## src/rtl/wb_pkg.sv

```systemverilog
// Shared types and constants for the writeback stage and register file.
// Optional retire counter is enabled by defining WRITEBACK_RETIRE_COUNT_EN.
package wb_pkg;

  localparam int unsigned XLEN_DEFAULT        = 32;
  localparam int unsigned NREGS_DEFAULT       = 32;
  localparam int unsigned ADDR_W_DEFAULT      = 5;
  localparam int unsigned CTRL_W              = 4;
  localparam int unsigned RESULT_SRC_W        = 3;
  localparam int unsigned CTRL_REG_WRITE_BIT  = 3;
  localparam int unsigned CTRL_RESULT_SRC_LSB = 0;
  localparam int unsigned RETIRE_W            = 64;

  typedef enum logic [RESULT_SRC_W-1:0] {
    RS_ALU   = 3'd0,
    RS_RAM   = 3'd1,
    RS_PC4   = 3'd2,
    RS_IMM   = 3'd3,
    RS_PCIMM = 3'd4,
    RS_LT    = 3'd5
  } result_src_e;

  // Codes 6 and 7 are reserved and never commit.
  function automatic logic src_is_valid(input logic [RESULT_SRC_W-1:0] src);
    return src <= RESULT_SRC_W'(RS_LT);
  endfunction

endpackage

```

## src/rtl/regfile_2r1w.sv

```systemverilog
// Architectural register file: x0 hardwired to zero, one synchronous write port,
// two combinational read ports that bypass the same-cycle write.
module regfile_2r1w
  import wb_pkg::*;
#(
  parameter int unsigned XLEN   = XLEN_DEFAULT,
  parameter int unsigned NREGS  = NREGS_DEFAULT,
  parameter int unsigned ADDR_W = ADDR_W_DEFAULT
) (
  input  logic              clk,
  input  logic              reset,
  input  logic              we_i,
  input  logic [ADDR_W-1:0] waddr_i,
  input  logic [XLEN-1:0]   wdata_i,
  input  logic [ADDR_W-1:0] raddr1_i,
  input  logic [ADDR_W-1:0] raddr2_i,
  output logic [XLEN-1:0]   rdata1_o,
  output logic [XLEN-1:0]   rdata2_o
);

  logic [XLEN-1:0] regs_q [NREGS];
  logic            wr_en;

  // Entry 0 is cleared by reset and never written afterwards.
  assign wr_en = we_i && (waddr_i != '0);

  always_ff @(posedge clk) begin
    if (reset) begin
      for (int i = 0; i < int'(NREGS); i++) begin
        regs_q[i] <= '0;
      end
    end else if (wr_en) begin
      regs_q[waddr_i] <= wdata_i;
    end
  end

  always_comb begin
    rdata1_o = regs_q[raddr1_i];
    rdata2_o = regs_q[raddr2_i];
    if (wr_en && (raddr1_i == waddr_i)) begin
      rdata1_o = wdata_i;
    end
    if (wr_en && (raddr2_i == waddr_i)) begin
      rdata2_o = wdata_i;
    end
    if (raddr1_i == '0) begin
      rdata1_o = '0;
    end
    if (raddr2_i == '0) begin
      rdata2_o = '0;
    end
  end

endmodule

```

## src/rtl/writeback_regfile.sv

```systemverilog
// Writeback stage: selects the result from MEM/WB fields, qualifies the commit and
// feeds the register file. Define WRITEBACK_RETIRE_COUNT_EN for the retire counter.
module writeback_regfile
  import wb_pkg::*;
#(
  parameter int unsigned XLEN   = XLEN_DEFAULT,
  parameter int unsigned NREGS  = NREGS_DEFAULT,
  parameter int unsigned ADDR_W = ADDR_W_DEFAULT
) (
  input  logic                clk,
  input  logic                reset,
  input  logic                enable,
  input  logic [CTRL_W-1:0]   ctrl_signals_in,
  input  logic [XLEN-1:0]     lt_sgn_ext_in,
  input  logic [XLEN-1:0]     ram_output_in,
  input  logic [XLEN-1:0]     alu_result_in,
  input  logic [XLEN-1:0]     imm_in,
  input  logic [XLEN-1:0]     pcimm_in,
  input  logic [XLEN-1:0]     pc4_in,
  input  logic [ADDR_W-1:0]   reg_write_addr_in,
  input  logic [ADDR_W-1:0]   rs1_addr,
  input  logic [ADDR_W-1:0]   rs2_addr,
  output logic [XLEN-1:0]     rs1_data,
  output logic [XLEN-1:0]     rs2_data,
  output logic [XLEN-1:0]     wb_result,
  output logic                wb_write_valid,
  output logic [RETIRE_W-1:0] retire_count
);

  if (ADDR_W != $clog2(NREGS)) begin : g_bad_addr_w
    $error("ADDR_W must equal clog2(NREGS)");
  end

  logic                    reg_write;
  logic [RESULT_SRC_W-1:0] result_src;

  assign reg_write  = ctrl_signals_in[CTRL_REG_WRITE_BIT];
  assign result_src = ctrl_signals_in[CTRL_RESULT_SRC_LSB +: RESULT_SRC_W];

  // Result select; reserved codes yield zero.
  always_comb begin
    wb_result = '0;
    case (result_src)
      RS_ALU:   wb_result = alu_result_in;
      RS_RAM:   wb_result = ram_output_in;
      RS_PC4:   wb_result = pc4_in;
      RS_IMM:   wb_result = imm_in;
      RS_PCIMM: wb_result = pcimm_in;
      RS_LT:    wb_result = lt_sgn_ext_in;
      default:  wb_result = '0;
    endcase
  end

  // enable gates stalled cycles so a held MEM/WB entry commits only once.
  assign wb_write_valid = enable && reg_write && (reg_write_addr_in != '0) &&
                          src_is_valid(result_src);

  regfile_2r1w #(
    .XLEN   (XLEN),
    .NREGS  (NREGS),
    .ADDR_W (ADDR_W)
  ) u_regfile (
    .clk      (clk),
    .reset    (reset),
    .we_i     (wb_write_valid),
    .waddr_i  (reg_write_addr_in),
    .wdata_i  (wb_result),
    .raddr1_i (rs1_addr),
    .raddr2_i (rs2_addr),
    .rdata1_o (rs1_data),
    .rdata2_o (rs2_data)
  );

`ifdef WRITEBACK_RETIRE_COUNT_EN
  logic [RETIRE_W-1:0] retire_q;
  logic [RETIRE_W-1:0] retire_d;

  always_comb begin
    retire_d = retire_q;
    if (wb_write_valid) begin
      retire_d = retire_q + RETIRE_W'(1);
    end
  end

  always_ff @(posedge clk) begin
    if (reset) begin
      retire_q <= '0;
    end else begin
      retire_q <= retire_d;
    end
  end

  assign retire_count = retire_q;
`else
  assign retire_count = '0;
`endif

endmodule
```

## config.mk

```make
export PLATFORM = sky130hd
export DESIGN_NAME = writeback_regfile
export DESIGN_NICKNAME = d
export VERILOG_FILES = /design/src/rtl/wb_pkg.sv /design/src/rtl/regfile_2r1w.sv /design/src/rtl/writeback_regfile.sv
export SDC_FILE = /design/constraint.sdc
export NUM_CORES = 2
export LEC_CHECK = 0
export CAP_MARGIN = 10
export CORE_ASPECT_RATIO = 1.25
export CORE_MARGIN = 3
export CORE_UTILIZATION = 50
export DETAILED_ROUTE_END_ITERATION = 16
export HOLD_SLACK_MARGIN = 0.1
export PLACE_DENSITY = 0.77
export SYNTH_ARGS = -nofsm -noshare
export SYNTH_HDL_FRONTEND = slang
export SYNTH_HIERARCHICAL = 1
export SYNTH_SLANG_ARGS = --single-unit
```

## constraint.sdc

```tcl
create_clock -name clk -period 3.1 [get_ports clk]
set_input_delay 0.31 -clock clk [delete_from_list [all_inputs] [get_ports clk]]
set_output_delay 0.31 -clock clk [all_outputs]
set_load 0.01 [all_outputs]
```

==> parameters.txt <==
Parameter                              Value

Power and ir drop
  Proportion of power drawn by the clock network    34.0%
  Total Power Consumption    34800 µW
  LEAKAGE    0.0266 µW
  Net switching share of the total power    27.2%
  Internal power of the cells    25300 µW
  Worst supply voltage drop on vdd    429 µV
  Portion of total power attributed to combinational logic    19.0%
  Switching power    9470 µW
  Reg power frac    47.0%
  Total power divided by cell area    484 nW/µm²

Place
  Final RePlAce weighted congestion    1.01
  HPWL Detailed    168000 µm
  Post-placement cell area    68100 µm²
  Port Buffer Count    310

Cells and area
  Leading registers by flop count    u_regfile/regs_q (1024)
  Share of final-layout standard cells stronger than drive strength 1    29.3%
  Net count, final    5068
  Core occupancy in the finished layout    62.5%
  Number of flip-flops under the largest register name    1024
  P&R area growth vs syn    23.9%
  Register with the most flip-flops    u_regfile/regs_q
  Finished Cell Area    71900 µm²

Yosys
  Sequential-to-total area share from yosys stat    53.0%
  Number of distinct library cell variants in the gate-level netlist after synthesis    75
  Syn Inst Count    4205
  Top cell types by occurrence after synthesis    1024 x sky130_fd_sc_hd__edfxtp_1, 962 x sky130_fd_sc_hd__and2_1, 378 x sky130_fd_sc_hd__mux2i_1
  Yosys reg bits    1024
  Top-area cell type share of the netlist area    53.0%
  Most repeated cell in the gate-level netlist after synthesis    sky130_fd_sc_hd__edfxtp_1
  Cell type with the largest total area after synthesis    sky130_fd_sc_hd__edfxtp_1
  Total standard cell area after synthesis    58000 µm²
  Async set-reset flop share out of synthesis    0%
  Number of warnings reported in the yosys synthesis log    6
  Flip-flop cell with the highest count after synthesis    sky130_fd_sc_hd__edfxtp_1
  Average instance area after synthesis    13.8 µm²
  Area contributors post-synth    sky130_fd_sc_hd__edfxtp_1 53%, sky130_fd_sc_hd__mux4_2 14%, sky130_fd_sc_hd__and2_1 10%
  Number of flops mapped to enable cells by yosys    1024

STA
  Setup repair after global routing missed its margin    yes
  Hold Vio Cnt, Final    0
  Worst Tran Pin Value    1.08 ns
  Accumulated negative setup slack    -0.106 ns
  Final count of pins violating max slew    0
  Worst setup margin    -0.0618 ns
  Final count of negative-setup-slack endpoints    3
  Remaining max-slew budget at the tightest pin    28.2%
  Fmax achieved    316 MHz
  Portion of the clock cycle consumed by the worst path in the final layout    102%
  Hold Slack    0.312 ns
  Time the final worst path needs with I/O delays and setup    3.16 ns

Die
  Initial cell density of the core    50.4%
  Total die area    120000 µm²
  Die X    311 µm
  Core region area    115000 µm²
  Number of placed I/O pins    375
  Die Y    387 µm
  # rows    139

Global routing
  First-pass GRT wire length    336000 µm
  Vias in the first global route    44200
  Number of antenna violations at the first check in global routing    13
  Largest net degree at the start of global routing    64
  Overflow left after global routing    0
  Total routing usage reported by global routing    40.0%

CTS
  H-tree levels    3
  Clock Root Buffer    sky130_fd_sc_hd__clkbuf_16
  Hold_buf cts    0
  TritonCTS clock tree    yes
  Clk pin slew, worst setup/hold paths    0.06 ns
  Clock tree sinks    1024
  Num CTS Buffers    97
  Clock Tree Buf Depth    3

Worst setup path
  Worst Path Required    2.79 ns
  Top fanout value on the critical path    2
  Crit path capture type    output pin
  Worst setup path category    flop to output pin
  Launching element type of the critical path    flop
  Arrival @ worst endpoint    2.85 ns

Route
  Routed wirelength normalized by instance count    37.6 µm
  Wire length reported by the detailed router    244000 µm
  Remaining routing DRC violations    0
  Via count of the routed design    45000
  Detailed router's first-iteration violation count    7648
  DR vias/cell    6.93
  Post-route ant nets    0
  Length of the first detailed-routing pass in iterations    9

Outcome
  Outcome    finished, violations left
  Violated checks    setup timing

Min path
  Terminating pin of the worst hold path    u_regfile/regs_q[3][0]
  Hold crit path type    input pin to flop
  Instance count along the most critical hold path    4
  Min-Delay Startpoint    reset

Job
  Count of max-cap constraint violations    0
==> worst max-delay path, cell delays in order (launching register included) <==
cell and delay (ns):
sky130_fd_sc_hd__edfxtp_1 0.42, sky130_fd_sc_hd__mux4_4 0.62, sky130_fd_sc_hd__mux4_2 0.53, sky130_fd_sc_hd__nor2b_4 0.15
sky130_fd_sc_hd__a211o_1 0.29, sky130_fd_sc_hd__buf_6 0.15
==> worst max-delay path by stage <==
stage | startpoint | endpoint | cells after the start
global route | u_regfile/regs_q[24][16] | rs2_data[16] | 5
global placement | ctrl_signals_in[2] | rs2_data[23] | 12
CTS | u_regfile/regs_q[24][16] | rs2_data[16] | 5
floorplan | ctrl_signals_in[1] | u_regfile/regs_q[21][0] | 12
detailed placement | ctrl_signals_in[2] | rs2_data[23] | 12
finish | u_regfile/regs_q[24][16] | rs2_data[16] | 5
==> power by group through the flow <==
stage / combinational (µW) / clock (µW) / sequential (µW)
CTS: 6340 / 11800 / 16300
global route: 6690 / 12300 / 16400
global placement: 6260 / 0 / 16500
detailed placement: 6290 / 0 / 16600
floorplan: 3070 / 0 / 16500
finish: 6600 / 11800 / 16300
==> metrics by stage <==
stage,cells,setup slack (ns)
6_report,6493,-0.0618
3_5_place_dp,6283,-0.683
3_3_place_gp,6283,-0.669
5_1_grt,6484,-0.107
2_1_floorplan,4299,0.0451
4_1_cts,6474,-0.139
==> routing by layer <==
metal	vias up	track usage, %	routed length, µm
li1	17200	-	-
met1	22000	48.5	77800
met2	4532	59.1	106000
met3	1200	13.5	37000
met4	13	30.2	23000
met5	-	0.598	172
==> layout by cell type (no fill, tap or decap), types with 12 or more instances in the layout <==
| cell type | Yosys | layout |
|---|---|---|
| sky130_fd_sc_hd__edfxtp_1 | 1024 | 1024 |
| sky130_fd_sc_hd__and2_1 | 962 | 961 |
| sky130_fd_sc_hd__buf_4 | 92 | 469 |
| sky130_fd_sc_hd__mux2i_1 | 378 | 364 |
| sky130_fd_sc_hd__mux4_2 | 356 | 360 |
| sky130_fd_sc_hd__clkdlybuf4s50_1 | 0 | 220 |
| sky130_fd_sc_hd__buf_12 | 1 | 188 |
| sky130_fd_sc_hd__nand2_1 | 156 | 149 |
| sky130_fd_sc_hd__clkbuf_16 | 0 | 97 |
| sky130_fd_sc_hd__conb_1 | 2 | 96 |
| sky130_fd_sc_hd__a21oi_1 | 102 | 94 |
| sky130_fd_sc_hd__a22oi_1 | 66 | 66 |
| sky130_fd_sc_hd__mux2_2 | 53 | 53 |
| sky130_fd_sc_hd__dlygate4sd2_1 | 0 | 48 |
| sky130_fd_sc_hd__nor3_1 | 43 | 41 |
| sky130_fd_sc_hd__a211oi_1 | 53 | 39 |
| sky130_fd_sc_hd__a221oi_1 | 38 | 36 |
| sky130_fd_sc_hd__o22ai_1 | 37 | 36 |
| sky130_fd_sc_hd__or2_2 | 35 | 34 |
| sky130_fd_sc_hd__nor2_1 | 70 | 34 |
| sky130_fd_sc_hd__o221ai_1 | 52 | 33 |
| sky130_fd_sc_hd__a32o_1 | 32 | 24 |
| sky130_fd_sc_hd__o21ai_0 | 27 | 24 |
| sky130_fd_sc_hd__clkbuf_1 | 297 | 22 |
| sky130_fd_sc_hd__clkinv_1 | 1 | 22 |
| sky130_fd_sc_hd__nor2_2 | 0 | 19 |
| sky130_fd_sc_hd__nor2_4 | 0 | 17 |
| sky130_fd_sc_hd__clkinv_2 | 0 | 16 |
| sky130_fd_sc_hd__buf_6 | 37 | 16 |
| sky130_fd_sc_hd__and3b_1 | 15 | 15 |
| sky130_fd_sc_hd__o221ai_2 | 0 | 14 |
| sky130_fd_sc_hd__a221o_1 | 14 | 14 |
| sky130_fd_sc_hd__a211oi_2 | 0 | 13 |
| sky130_fd_sc_hd__mux2i_2 | 0 | 12 |
| sky130_fd_sc_hd__and3_1 | 14 | 12 |
==> logic make-up after synthesis <==
group                  after synthesis  share of synthesized area, %
AND/OR/NAND/NOR                   1354                          13.7
flip-flops                        1024                          53.0
multiplexers                       807                          22.1
buffers and inverters              515                          4.61
AO/OA/AOI/OAI                      493                          6.40
XOR/XNOR                            10                         0.151
other                                2                        0.0130
==> cell type report <==
| type | count | area, µm² |
|---|---|---|
| timing repair buffer | 966 | 10300 |
| clock inverter | 59 | 538 |
| clock buffer | 119 | 2510 |
| sequential | 1024 | 30700 |
| fill | 8253 | 43100 |
| inverter | 5 | 20.0 |
| antenna | 9 | 22.5 |
| multi-input combinational | 2760 | 25700 |
| tap | 1551 | 1940 |
==> what timing repair did <==
item / CTS / global route
setup buffers: 13 / 10
endpoints found under the hold margin: 0 / 0
cloned: 1 / 0
pin swaps: 43 / 20
resized for setup: 183 / 42
setup endpoints to repair: 72 / 38
Note: power is estimated with default switching activity, not from simulation.
